==> config.mk <==
export PLATFORM = sky130hd
export DESIGN_NAME = oob_dev_flat
export DESIGN_NICKNAME = d
export VERILOG_FILES = /design/src/rtl/oob_dev_if.sv /design/src/rtl/oob_dev.sv /design/src/flat_wrapper.sv
export SDC_FILE = /design/constraint.sdc
export NUM_CORES = 1
export LEC_CHECK = 0
export BUFFER_PORTS_ARGS = -buffer_cell sky130_fd_sc_hd__buf_2
export CAP_MARGIN = 20
export CORE_AREA = 10 10 66 123
export DETAILED_ROUTE_END_ITERATION = 8
export DIE_AREA = 0 0 76 133
export GPL_TIMING_DRIVEN = 0
export PLACE_DENSITY = 0.84
export SLEW_MARGIN = 40
export SYNTH_ARGS = -nofsm -noshare
export SYNTH_HDL_FRONTEND = slang
export SYNTH_SLANG_ARGS = --single-unit
==> constraint.sdc <==
create_clock -name clk -period 3.41 [get_ports clk]
set_clock_uncertainty 0.2 [all_clocks]
set_input_delay 0.682 -clock clk [delete_from_list [all_inputs] [get_ports clk]]
set_output_delay 0.682 -clock clk [all_outputs]
set_load 0.02 [all_outputs]
==> src/rtl/oob_dev_if.sv <==
// oob_dev_if: GTX-side OOB signals plus user data and status of oob_dev.
// The slave modport is the device; the master modport drives it.
interface oob_dev_if;
    logic        gtx_ready;
    logic        rxcominitdet;
    logic        rxcomwakedet;
    logic        rxelecidle;
    logic        txcomfinish;
    logic        txcominit;
    logic        txcomwake;
    logic        txelecidle;
    logic [31:0] txdata_in;
    logic [3:0]  txcharisk_in;
    logic [31:0] txdata_out;
    logic [3:0]  txcharisk_out;
    logic [31:0] rxdata_in;
    logic [3:0]  rxcharisk_in;
    logic        rxbyteisaligned;
    logic        phy_ready;
    logic        link_up;
    logic        link_down;
    logic        oob_timeout;
    logic [2:0]  state_dbg;

    modport slave (
        input  gtx_ready, rxcominitdet, rxcomwakedet,
        input  rxelecidle, txcomfinish,
        input  txdata_in, txcharisk_in,
        input  rxdata_in, rxcharisk_in, rxbyteisaligned,
        output txcominit, txcomwake, txelecidle,
        output txdata_out, txcharisk_out,
        output phy_ready, link_up, link_down,
        output oob_timeout, state_dbg
    );

    modport master (
        output gtx_ready, rxcominitdet, rxcomwakedet,
        output rxelecidle, txcomfinish,
        output txdata_in, txcharisk_in,
        output rxdata_in, rxcharisk_in, rxbyteisaligned,
        input  txcominit, txcomwake, txelecidle,
        input  txdata_out, txcharisk_out,
        input  phy_ready, link_up, link_down,
        input  oob_timeout, state_dbg
    );
endinterface

==> src/rtl/oob_dev.sv <==
// oob_dev: device-side SATA OOB / link-init emulation.
// OOB_DEV_AUTO_COMINIT_EN: start OOB on gtx_ready rise without COMRESET.
module oob_dev #(
    parameter int DATA_BYTE_WIDTH = 4,
    parameter int COMWAKE_TIMEOUT = 16384,
    parameter int ALIGN_TIMEOUT   = 4096
) (
    input logic      clk,
    input logic      rst,
    oob_dev_if.slave bus
);
    localparam int DW = DATA_BYTE_WIDTH * 8;
    localparam int KW = DATA_BYTE_WIDTH;
    localparam logic [DW-1:0] ALIGN_P = DW'(32'h7B4A4ABC);
    localparam logic [DW-1:0] SYNC_P  = DW'(32'hB5B5957C);
    localparam logic [KW-1:0] PRIM_K  = KW'(4'b0001);
    localparam logic [15:0] CW_LAST = 16'(COMWAKE_TIMEOUT - 1);
    localparam logic [15:0] AL_LAST = 16'(ALIGN_TIMEOUT - 1);

    typedef enum logic [2:0] {
        IDLE         = 3'd0,
        SEND_COMINIT = 3'd1,
        WAIT_COMWAKE = 3'd2,
        SEND_COMWAKE = 3'd3,
        SEND_ALIGN   = 3'd4,
        SEND_SYNC    = 3'd5,
        READY        = 3'd6
    } state_t;

    state_t      state;
    state_t      nxt;
    logic [15:0] tmo_cnt;
    logic [1:0]  sync_cnt;
    logic [2:0]  idle_cnt;
    logic        is_align;
    logic        rx_align;
    logic        sync_word;
    logic        tmo_hit;
    logic        restart_ok;
    logic        ev_up;
    logic        ev_down;
    logic        ev_tmo;
    logic        auto_pend;

    assign is_align  = (bus.rxdata_in == ALIGN_P) &&
                       (bus.rxcharisk_in == PRIM_K);
    assign rx_align  = bus.rxbyteisaligned && is_align;
    assign sync_word = bus.rxbyteisaligned && !is_align;

    assign restart_ok = (state == WAIT_COMWAKE) ||
                        (state == SEND_COMWAKE) ||
                        (state == SEND_ALIGN)   ||
                        (state == SEND_SYNC)    ||
                        (state == READY);

    assign tmo_hit =
        (((state == SEND_COMINIT) || (state == WAIT_COMWAKE) ||
          (state == SEND_COMWAKE)) && (tmo_cnt == CW_LAST)) ||
        ((state == SEND_ALIGN) && (tmo_cnt == AL_LAST));

    assign bus.state_dbg = state;

`ifdef OOB_DEV_AUTO_COMINIT_EN
    logic gtx_q;

    // Arm a single self-start per gtx_ready rising edge while idle.
    always_ff @(posedge clk) begin
        if (rst) begin
            gtx_q     <= 1'b0;
            auto_pend <= 1'b0;
        end else begin
            gtx_q     <= bus.gtx_ready;
            auto_pend <= bus.gtx_ready && (nxt == IDLE) &&
                         ((bus.gtx_ready && !gtx_q) || auto_pend);
        end
    end
`else
    assign auto_pend = 1'b0;
`endif

    // Next state and event decode, highest priority first.
    always_comb begin
        nxt     = state;
        ev_up   = 1'b0;
        ev_down = 1'b0;
        ev_tmo  = 1'b0;
        if (!bus.gtx_ready) begin
            nxt     = IDLE;
            ev_down = (state == READY);
        end else if (bus.rxcominitdet && restart_ok) begin
            nxt     = SEND_COMINIT;
            ev_down = (state == READY);
        end else if (tmo_hit) begin
            nxt    = IDLE;
            ev_tmo = 1'b1;
        end else begin
            unique case (state)
                IDLE:
                    if (bus.rxcominitdet || auto_pend)
                        nxt = SEND_COMINIT;
                SEND_COMINIT:
                    if (bus.txcomfinish) nxt = WAIT_COMWAKE;
                WAIT_COMWAKE:
                    if (bus.rxcomwakedet) nxt = SEND_COMWAKE;
                SEND_COMWAKE:
                    if (bus.txcomfinish) nxt = SEND_ALIGN;
                SEND_ALIGN:
                    if (rx_align) nxt = SEND_SYNC;
                SEND_SYNC:
                    if (sync_word && (sync_cnt == 2'd2)) begin
                        nxt   = READY;
                        ev_up = 1'b1;
                    end
                READY:
                    if (bus.rxelecidle && (idle_cnt == 3'd7)) begin
                        nxt     = IDLE;
                        ev_down = 1'b1;
                    end
                default: nxt = IDLE;
            endcase
        end
    end

    // State, counters and registered outputs driven from the next state.
    always_ff @(posedge clk) begin
        if (rst) begin
            state             <= IDLE;
            tmo_cnt           <= '0;
            sync_cnt          <= '0;
            idle_cnt          <= '0;
            bus.txcominit     <= 1'b0;
            bus.txcomwake     <= 1'b0;
            bus.txelecidle    <= 1'b1;
            bus.txdata_out    <= '0;
            bus.txcharisk_out <= '0;
            bus.phy_ready     <= 1'b0;
            bus.link_up       <= 1'b0;
            bus.link_down     <= 1'b0;
            bus.oob_timeout   <= 1'b0;
        end else begin
            state <= nxt;
            if (nxt != state) begin
                tmo_cnt  <= '0;
                sync_cnt <= '0;
                idle_cnt <= '0;
            end else begin
                tmo_cnt <= tmo_cnt + 16'd1;
                if (state == SEND_SYNC)
                    sync_cnt <= sync_word ? sync_cnt + 2'd1 : 2'd0;
                if (state == READY)
                    idle_cnt <= bus.rxelecidle ? idle_cnt + 3'd1 : 3'd0;
            end
            bus.txcominit <= (nxt == SEND_COMINIT) &&
                             (state != SEND_COMINIT);
            bus.txcomwake <= (nxt == SEND_COMWAKE) &&
                             (state != SEND_COMWAKE);
            bus.link_up     <= ev_up;
            bus.link_down   <= ev_down;
            bus.oob_timeout <= ev_tmo;
            bus.phy_ready   <= (nxt == READY) && bus.rxbyteisaligned;
            unique case (nxt)
                SEND_ALIGN: begin
                    bus.txelecidle    <= 1'b0;
                    bus.txdata_out    <= ALIGN_P;
                    bus.txcharisk_out <= PRIM_K;
                end
                SEND_SYNC: begin
                    bus.txelecidle    <= 1'b0;
                    bus.txdata_out    <= SYNC_P;
                    bus.txcharisk_out <= PRIM_K;
                end
                READY: begin
                    bus.txelecidle    <= 1'b0;
                    bus.txdata_out    <= bus.txdata_in;
                    bus.txcharisk_out <= bus.txcharisk_in;
                end
                default: begin
                    bus.txelecidle    <= 1'b1;
                    bus.txdata_out    <= '0;
                    bus.txcharisk_out <= '0;
                end
            endcase
        end
    end
endmodule

==> src/flat_wrapper.sv <==
// flat-port wrapper written by rule: the top's interface ports become plain ports
module oob_dev_flat 
#(
    parameter int DATA_BYTE_WIDTH = 4,
    parameter int COMWAKE_TIMEOUT = 16384,
    parameter int ALIGN_TIMEOUT   = 4096
)
  (clk, rst, bus_gtx_ready, bus_rxcominitdet, bus_rxcomwakedet, bus_rxelecidle, bus_txcomfinish, bus_txdata_in, bus_txcharisk_in, bus_rxdata_in, bus_rxcharisk_in, bus_rxbyteisaligned, bus_txcominit, bus_txcomwake, bus_txelecidle, bus_txdata_out, bus_txcharisk_out, bus_phy_ready, bus_link_up, bus_link_down, bus_oob_timeout, bus_state_dbg);
  oob_dev_if bus_i ();
  input logic clk;
  input logic rst;
  input wire logic [$bits(bus_i.gtx_ready)-1:0] bus_gtx_ready;
  input wire logic [$bits(bus_i.rxcominitdet)-1:0] bus_rxcominitdet;
  input wire logic [$bits(bus_i.rxcomwakedet)-1:0] bus_rxcomwakedet;
  input wire logic [$bits(bus_i.rxelecidle)-1:0] bus_rxelecidle;
  input wire logic [$bits(bus_i.txcomfinish)-1:0] bus_txcomfinish;
  input wire logic [$bits(bus_i.txdata_in)-1:0] bus_txdata_in;
  input wire logic [$bits(bus_i.txcharisk_in)-1:0] bus_txcharisk_in;
  input wire logic [$bits(bus_i.rxdata_in)-1:0] bus_rxdata_in;
  input wire logic [$bits(bus_i.rxcharisk_in)-1:0] bus_rxcharisk_in;
  input wire logic [$bits(bus_i.rxbyteisaligned)-1:0] bus_rxbyteisaligned;
  output wire logic [$bits(bus_i.txcominit)-1:0] bus_txcominit;
  output wire logic [$bits(bus_i.txcomwake)-1:0] bus_txcomwake;
  output wire logic [$bits(bus_i.txelecidle)-1:0] bus_txelecidle;
  output wire logic [$bits(bus_i.txdata_out)-1:0] bus_txdata_out;
  output wire logic [$bits(bus_i.txcharisk_out)-1:0] bus_txcharisk_out;
  output wire logic [$bits(bus_i.phy_ready)-1:0] bus_phy_ready;
  output wire logic [$bits(bus_i.link_up)-1:0] bus_link_up;
  output wire logic [$bits(bus_i.link_down)-1:0] bus_link_down;
  output wire logic [$bits(bus_i.oob_timeout)-1:0] bus_oob_timeout;
  output wire logic [$bits(bus_i.state_dbg)-1:0] bus_state_dbg;
  assign bus_i.gtx_ready = bus_gtx_ready;
  assign bus_i.rxcominitdet = bus_rxcominitdet;
  assign bus_i.rxcomwakedet = bus_rxcomwakedet;
  assign bus_i.rxelecidle = bus_rxelecidle;
  assign bus_i.txcomfinish = bus_txcomfinish;
  assign bus_i.txdata_in = bus_txdata_in;
  assign bus_i.txcharisk_in = bus_txcharisk_in;
  assign bus_i.rxdata_in = bus_rxdata_in;
  assign bus_i.rxcharisk_in = bus_rxcharisk_in;
  assign bus_i.rxbyteisaligned = bus_rxbyteisaligned;
  assign bus_txcominit = bus_i.txcominit;
  assign bus_txcomwake = bus_i.txcomwake;
  assign bus_txelecidle = bus_i.txelecidle;
  assign bus_txdata_out = bus_i.txdata_out;
  assign bus_txcharisk_out = bus_i.txcharisk_out;
  assign bus_phy_ready = bus_i.phy_ready;
  assign bus_link_up = bus_i.link_up;
  assign bus_link_down = bus_i.link_down;
  assign bus_oob_timeout = bus_i.oob_timeout;
  assign bus_state_dbg = bus_i.state_dbg;
  oob_dev #(.DATA_BYTE_WIDTH(DATA_BYTE_WIDTH), .COMWAKE_TIMEOUT(COMWAKE_TIMEOUT), .ALIGN_TIMEOUT(ALIGN_TIMEOUT)) u_core (.clk(clk), .rst(rst), .bus(bus_i));
endmodule
==> results of run 1 <==
## repair_timing
| action | CTS | global route |
|---|---|---|
| endpoints found under the setup margin | 0 | 31 |
| gates resized for setup | 0 | 1 |
| setup buffers | 0 | 0 |
## layer usage
layer / global-route usage / part of all wire / vias up
met2: 0.2319 / 0.43 / 136
met4: 0.06780 / 0.024 / 0
met3: 0.06852 / 0.097 / 13
met5: 0 / 0 / -
met1: 0.1754 / 0.45 / 1207
li1: - / - / 1317
## layout by cell type, fill, tap and decap left out, types with 6 or more instances in the layout
cell type	n
clkbuf_1	13
a21oi_1	30
nand3_1	8
dfxtp_1	67
nor2_1	21
clkbuf_16	9
inv_1	6
xor2_1	10
nand2_1	23
and3_1	8
buf_2	125
nor3_1	26
nand4_1	7
o21a_1	10
## through the flow
| step | instances | power [W] | hold slack, ps | worst slack (ps) | cell area, µm² |
|---|---|---|---|---|---|
| final | 518 | 0.001728 | 301.6 | 368.7 | 3691 |
| after global routing | 518 | 0.001793 | 317.5 | 134.6 | 3691 |
| after CTS | 518 | 0.001740 | 302.9 | 214.8 | 3686 |
| after detailed placement | 503 | 0.0009262 | 293.3 | 16.06 | 3417 |
| after global placement | 503 | 0.0009236 | 281.1 | 36.63 | 3417 |
| after floorplan | 293 | 0.0008636 | 250.7 | 370.5 | 2689 |
## area by class of cell
cell class / count / area share
sequential: 67 / 0.3634
multi-input combinational: 202 / 0.3336
timing repair buffer: 124 / 0.1681
clock buffer: 10 / 0.06475
tap: 86 / 0.02915
buffer: 18 / 0.02678
clock inverter: 5 / 0.008136
inverter: 6 / 0.006102
## state kept, by name, indices dropped and copies added, names as in the netlist
| register | flops |
|---|---|
| u_core.bus.txcominit | 1 |
| u_core.bus.link_up | 1 |
| u_core.bus.txcomwake | 1 |
| u_core.tmo_cnt | 16 |
| u_core.bus.txdata_out | 32 |
| u_core.idle_cnt | 3 |
| u_core.bus.txcharisk_out | 4 |
| u_core.bus.state_dbg | 3 |
| u_core.sync_cnt | 2 |
| u_core.bus.phy_ready | 1 |
| u_core.bus.txelecidle | 1 |
| u_core.bus.oob_timeout | 1 |
| u_core.bus.link_down | 1 |
## report_power, final
part	leakage, nW	internal, W	switching (W)	total, W
registers	0.540	0.000788	0.00000392	0.000792
logic	0.982	0.0000578	0.0000600	0.000118
clock network	0.130	0.000502	0.000316	0.000818
total	1.65	0.00135	0.000379	0.00173
## cells by family after synthesis
| family | Yosys count |
|---|---|
| AO/OA/AOI/OAI | 60 |
| AND/OR/NAND/NOR | 122 |
| buffers and inverters | 24 |
| XOR/XNOR | 15 |
| flip-flops | 67 |
| adder cells (fa/ha/maj) | 4 |
| multiplexers | 1 |
## worst paths after layout
check,start,end,slack [ps],depth (start not counted)
worst max-delay path,bus_rxdata_in[1],u_core.bus.txdata_out[27],370,7
worst min-delay path,u_core.tmo_cnt[0],u_core.tmo_cnt[0],300,1
worst max register to register,u_core.tmo_cnt[0],u_core.tmo_cnt[3],450,9
worst min register to register,u_core.tmo_cnt[0],u_core.tmo_cnt[0],300,1
## worst max-delay path: cells and delay by family
family                 cells  cell delay [ps]
buffers and inverters      2              520
and+or+nand+nor            3             1080
AOI/OAI and AO/OA          2              830
==> impl_metrics.yaml, run 1 <==
final_layout:
  utilization: 0.5946
  regArea_um2: 1341
  multi_input_area_um2: 1231
  nFillCells: 560
  drive_gt1_frac: 0.3426
  fin_nets: 512
  areaGrowthSynthToFinish_pct: 37.27
  diodes: 0
floorplanning:
  floorplan.initialDensity: 0.4332
  dieWidth_um: 76
  io_pins: 126
  core_area_um2: 6207
  die_y_um: 133
  rows: 41
  die_area_um2: 10110
synth:
  syn_inst: 293
  yosysWarnings: 0
  yosysUniqueCellTypes: 41
  synth-edff-count: 0
  synthAdderAreaFrac: 0.01861
  syn-num-nets: 377
  synth_common_cells: "67 x dfxtp_1, 30 x a21oi_1, 27 x nor3_1"
  synth_flop_cell: "dfxtp_1"
  synth_seq_cells: 67
  yosys.area_share.simple: 0.2438
  synth_compound_area_frac: 0.1363
  async_flop_share: 0
  synth_top_family_by_area: "simple AND/OR/NAND/NOR gates"
  synth_area_um2: 2689
  avgSynthCellArea_um2: 9.177
  synthTopCellsByArea: "dfxtp_1 50%, a21oi_1 5.6%, nor3_1 5.0%, xor2_1 3.3%, nand2_1 3.2%"
  synth_xor_area_frac: 0.04886
  yosysSeqAreaShare: 0.4988
  yosys.area.top_type: "dfxtp_1"
  muxShareOfSynthArea: 0.008376
  synth.most_common_cell: "dfxtp_1"
  yosysTopAreaCellShare: 0.4988
run_status:
  status: "finished, final reports clean"
clocking:
  path_clk_slew_ps: 50
  root_buffer: "clkbuf_16"
  cts_tree: "built"
  numClockSinks: 67
  htreeDepth: 3
  worstSkewPairLatency_ps: 320
  cts_buffers: 9
  ctsHoldBuffers: 0
  cts_buffer_depth: 2
sta:
  clock.fmax_mhz: 328.8
  hold_viol_final: 0
  slew_headroom: 0.4839
  finalCritPeriodShare: 0.8919
  worst_pin_slew_ps: 774.1
  rsz0062_at_grt: "no"
  period_needed_ps: 3041
  tns_ps: 0
  setup_viol: 0
  drv_slew: 0
placement:
  portBuffers: 124
  gp_congestion: 0.8612
  place_hpwl_um: 5860
global_routing:
  grt_max_degree: 12
  groute.usage.overall: 0.1513
  overflow: 0
  grt_pass1_vias: 2695
  antenna_found_initial: 0
  grt_pass1_wl_um: 12810
min_path:
  hold_path.class: "reg -> reg"
critical_path:
  critical_path_class: "in -> reg"
  required_ps: 3470
  critPathMaxFanout: 10
  end_kind: "flip-flop"
  crit_chain: "buf_2, or4b_1, nor4_1, nand4_1, a21oi_1, clkbuf_1, o21a_1"
  cp_slowest_stage_delay_ps: 660
  startpoint_type: "primary input"
  cp_slowest_cell: "a21oi_1"
  cp.arrival_ps: 3100
power:
  power_density_nw_per_um2: 468.1
  max-vdd-ir-drop_uv: 319.5
  p_leak_nw: 1.652
route:
  drt_iter0_drc: 114
  drc: 0
  drt-wirelength-per-cell_um: 14.61
  post_drt_via_cell_ratio: 5.160
  wl_um: 7566
  vias: 2673
  dr.pass1.iters: 4
  ant_nets: 0
run:
  max_cap_violations: 0
(Power assumes the default switching activity.)
==> run 2, diff against run 1 <==
CELL_PAD_IN_SITES_DETAIL_PLACEMENT = 1   (was not set)
CELL_PAD_IN_SITES_GLOBAL_PLACEMENT = 1   (was not set)
CORE_AREA = 10 10 75 141   (was 10 10 66 123)
DIE_AREA = 0 0 85 151   (was 0 0 76 133)
PLACE_DENSITY = 0.86   (was 0.84)
==> impl_metrics.yaml, run 2 (synthesis results as in run 1) <==
run_status:
  status: "finished, final reports clean"
power:
  fin_total_pwr_w: 0.001942
  power.share.clock: 0.529
  p_leak_nw: 1.685
  max-vdd-ir-drop_uv: 270.9
  power_switching_w: 0.0004143
  swShare: 0.2134
  p_seq_frac: 0.408
  combPwrFrac: 0.063
  p_int_w: 0.001527
  power_density_nw_per_um2: 513.5
global_routing:
  overflow: 0
  grt_pass1_vias: 3004
  groute.usage.overall: 0.1520
  antenna_found_initial: 1
  grt_max_degree: 13
  grt_pass1_wl_um: 15410
placement:
  place_hpwl_um: 7946
  portBuffers: 124
  dpl_cell_area_um2: 3432
  dp.cells: 515
  gp_congestion: 0.8143
route:
  drt_iter0_drc: 121
  vias: 2700
  wl_um: 9943
  post_drt_via_cell_ratio: 5.075
  drt-wirelength-per-cell_um: 18.69
  drc: 0
  ant_nets: 0
  dr.pass1.iters: 4
sta:
  finalCritPeriodShare: 0.9173
  rsz0062_at_grt: "no"
  drv_slew: 0
  clock.fmax_mhz: 319.7
  hold_viol_final: 0
  worst_pin_slew_ps: 537.2
  timing.hold.ws_ps: 291.8
  setup_viol: 0
  slew_headroom: 0.6411
  period_needed_ps: 3128
final_layout:
  stdcell_count: 532
  final_common_cell: "buf_2"
  utilization: 0.4560
  largest_register_ffs: 32
  regMostFlops: "u_core.bus.txdata_out"
  fin_nets: 512
  drive_gt1_frac: 0.3464
  fin_area_um2: 3781
  areaGrowthSynthToFinish_pct: 40.62
  reg_top3: "u_core.bus.txdata_out: 32 flops, u_core.tmo_cnt: 16 flops, u_core.bus.txcharisk_out: 4 flops"
  final_cell_mix: "125 x buf_2, 67 x dfxtp_1, 29 x a21oi_1"
min_path:
  hold_path.class: "reg -> reg"
critical_path:
  critPathTopFamily: "simple AND/OR/NAND/NOR gates"
  startpoint_type: "flip-flop"
  crit_chain: "ha_1, nand3_1, nor3_2, nand4_1, nor2b_1, a211o_1, buf_6, nor2b_1, buf_6, o21a_1"
  critical_path_class: "reg -> reg"
  cp.arrival_ps: 3200
  required_ps: 3490
  cp_slowest_stage_delay_ps: 460
  cp_slowest_cell: "nor2b_1"
  critPathMaxFanout: 10
  end_kind: "flip-flop"
  path_buf_inv: 2
clocking:
  cts_buffer_depth: 2
  cts_tree: "built"
  ctsHoldBuffers: 0
  root_buffer: "clkbuf_16"
  cts_setup_buffers: 0
  path_clk_slew_ps: 50
  cts_buffers: 9
  numClockSinks: 67
  ctsResizeCount: 1
  htreeDepth: 3
  worstSkewPairLatency_ps: 340
floorplanning:
  die_area_um2: 12840
  rows: 47
  dieWidth_um: 85
  io_pins: 126
  die_y_um: 151
  floorplan.initialDensity: 0.3243
  core_area_um2: 8292
run:
  max_cap_violations: 0
[run 2: cell count changes in the layout (fill, tap and decap cells not counted), sizes merged]
cell | previous run | this run
clkinvlp | 2 | 1
diode | 0 | 1
clkinv | 3 | 2
clkbuf | 23 | 24
bufinv | 0 | 2
[run 2: worst paths after layout]
| kind | cells after the start | slack [ps] | from | to |
|---|---|---|---|---|
| worst max-delay path | 10 | 280 | u_core.tmo_cnt[0] | u_core.bus.txdata_out[9] |
| worst min-delay path | 1 | 290 | u_core.tmo_cnt[0] | u_core.tmo_cnt[0] |
| worst max register to register | 10 | 280 | u_core.tmo_cnt[0] | u_core.bus.txdata_out[9] |
| worst min register to register | 1 | 290 | u_core.tmo_cnt[0] | u_core.tmo_cnt[0] |
[run 2: final cells by class]
class                   instances  area (µm²)
flip-flops and latches         67        1341
fillers                      1002        4511
well taps                      98       122.6
diodes                          1       2.502
multi-input cells             202        1235
inverters                       6       22.52
plain buffers                  18       98.84
repair buffers                124       620.6
clock inverters                 5       85.08
clock buffers                  11       252.7
[run 2: through the flow]
stage	setup slack [ps]	setup TNS, ps
2_1_floorplan	370.5	0
3_3_place_gp	-52.23	-482.8
3_5_place_dp	-136.2	-1286
4_1_cts	199.9	0
5_1_grt	64.14	0
6_report	282.0	0
[run 2: power by group through the flow]
stage / clock network [W] / registers, W / logic [W]
global placement: 0 / 0.000808 / 0.000116
finish: 0.00103 / 0.000792 / 0.000122
floorplan: 0 / 0.000810 / 0.0000538
detailed placement: 0 / 0.000808 / 0.000121
CTS: 0.00104 / 0.000792 / 0.000123
global route: 0.00108 / 0.000792 / 0.000135
[run 2: per-layer routing]
| layer | up-vias | track usage | share of wire |
|---|---|---|---|
| met5 | - | 0 | 0 |
| li1 | 1309 | - | - |
| met3 | 21 | 0.04572 | 0.059 |
| met4 | 0 | 0.07864 | 0.029 |
| met2 | 84 | 0.3069 | 0.60 |
| met1 | 1286 | 0.1238 | 0.31 |
==> run 3, diff against run 2 <==
REMOVE_ABC_BUFFERS = 1   (was not set)
==> impl_metrics.yaml, run 3 (synthesis results as in run 1) <==
run_status:
  status: "finished, final reports clean"
final_layout:
  fin_nets: 501
  largest_register_ffs: 32
  final_cell_mix: "125 x buf_2, 67 x dfxtp_1, 29 x a21oi_1"
  areaGrowthSynthToFinish_pct: 39.88
  regMostFlops: "u_core.bus.txdata_out"
  final_common_cell: "buf_2"
  nFillCells: 1004
  reg_top3: "u_core.bus.txdata_out: 32 flops, u_core.tmo_cnt: 16 flops, u_core.bus.txcharisk_out: 4 flops"
  diodes: 0
  drive_gt1_frac: 0.3720
global_routing:
  antenna_found_initial: 0
  grt_pass1_vias: 2893
  grt_pass1_wl_um: 14710
  overflow: 0
  groute.usage.overall: 0.1429
  grt_max_degree: 27
sta:
  finalCritPeriodShare: 0.9672
  slew_headroom: 0.4703
  period_needed_ps: 3298
  clock.fmax_mhz: 303.2
  tns_ps: 0
  hold_viol_final: 0
  timing.hold.ws_ps: 306.4
  setup_viol: 0
  drv_slew: 0
  worst_pin_slew_ps: 789.9
clocking:
  root_buffer: "clkbuf_16"
  path_clk_slew_ps: 60
  cts_buffers: 9
  worstSkewPairLatency_ps: 330
  htreeDepth: 3
  cts_buffer_depth: 2
  ctsHoldBuffers: 0
  numClockSinks: 67
  cts_tree: "built"
floorplanning:
  dieWidth_um: 85
  die_area_um2: 12840
  io_pins: 126
  core_area_um2: 8292
  rows: 47
  floorplan.initialDensity: 0.3243
  die_y_um: 151
run:
  max_cap_violations: 0
power:
  p_int_w: 0.001433
  p_leak_nw: 1.680
  power_switching_w: 0.0004201
  max-vdd-ir-drop_uv: 278.8
  combPwrFrac: 0.068
  p_seq_frac: 0.429
  power_density_nw_per_um2: 492.6
  power.share.clock: 0.504
  swShare: 0.2267
critical_path:
  startpoint_type: "primary input"
  critPathMaxFanout: 26
  critical_path_class: "in -> reg"
  cp_slowest_cell: "or4b_2"
  cpMostUsedCell: "nor3_1"
  cp_slowest_stage_delay_ps: 660
  crit_chain: "buf_2, or4b_2, nor3_1, and4_1, o211ai_1, a211o_4, mux2i_4, buf_12, nor3_1"
  cp.arrival_ps: 3340
  required_ps: 3460
  rr_startpoint: "u_core.tmo_cnt[0]"
  crit_path_start: "bus_rxdata_in[21]"
  end_kind: "flip-flop"
route:
  drt-wirelength-per-cell_um: 18.44
  ant_nets: 0
  dr.pass1.iters: 4
  wl_um: 9589
  post_drt_via_cell_ratio: 5.138
  vias: 2672
  drt_iter0_drc: 169
  drc: 0
placement:
  portBuffers: 125
  place_hpwl_um: 7232
  gp_congestion: 0.8297
min_path:
  hold_path.class: "reg -> reg"
  hp-start: "u_core.tmo_cnt[0]"
-- run 3: final cells by class --
type | instances | area, µm² | share of cell area
clock inverters | 6 | 63.81 | 0.01697
multi-input cells | 203 | 1296 | 0.3446
well taps | 98 | 122.6 | 0.03260
repair buffers | 130 | 675.6 | 0.1796
clock buffers | 10 | 239.0 | 0.06354
inverters | 6 | 22.52 | 0.005988
flip-flops and latches | 67 | 1341 | 0.3566
-- run 3: timing repair --
item                                    4_1_cts  5_1_grt
resized for setup                             5        2
cloned                                        1        0
pin swaps                                     0        1
setup buffers                                 0        3
endpoints found under the setup margin       38       29
-- run 3: per-stage QoR --
step	instance area (µm²)	cells	setup WS, ps	utilization	power [W]
6_report	3761	520	111.8	0.4536	0.001853
5_1_grt	3761	520	-17.29	0.4536	0.001909
4_1_cts	3712	517	36.53	0.4477	0.001861
3_5_place_dp	3374	500	-602.1	0.4070	0.0009231
3_3_place_gp	3338	498	-616.2	0.4026	0.0009146
2_1_floorplan	2590	275	68.90	-	0.0008527
-- run 3: critical path: cells and delay by family --
| family | cells | cell delay (ps) |
|---|---|---|
| buf+inv | 2 | 300 |
| compound gates | 2 | 690 |
| simple gates | 4 | 1410 |
| mux | 1 | 250 |
-- run 3: layer usage --
| metal | global-route usage | part of all wire | up-vias |
|---|---|---|---|
| met5 | 0 | 0 | - |
| met4 | 0.06705 | 0.018 | 0 |
| met3 | 0.04572 | 0.063 | 13 |
| met2 | 0.2764 | 0.57 | 78 |
| met1 | 0.1277 | 0.35 | 1287 |
| li1 | - | - | 1294 |
-- run 3: power groups by stage --
stage               logic [W]  clock network (W)  registers, W
finish               0.000125           0.000933      0.000794
global route         0.000137           0.000978      0.000794
CTS                  0.000120           0.000947      0.000794
detailed placement   0.000112                  0      0.000811
global placement     0.000104                  0      0.000810
floorplan           0.0000415                  0      0.000811
-- run 3: worst paths after layout --
check | slack (ps) | cells past startpoint | end
worst min-delay path | 310 | 1 | u_core.tmo_cnt[0]
worst max-delay path | 110 | 9 | u_core.tmo_cnt[6]
worst max register to register | 180 | 9 | u_core.tmo_cnt[6]
worst min register to register | 310 | 1 | u_core.tmo_cnt[0]
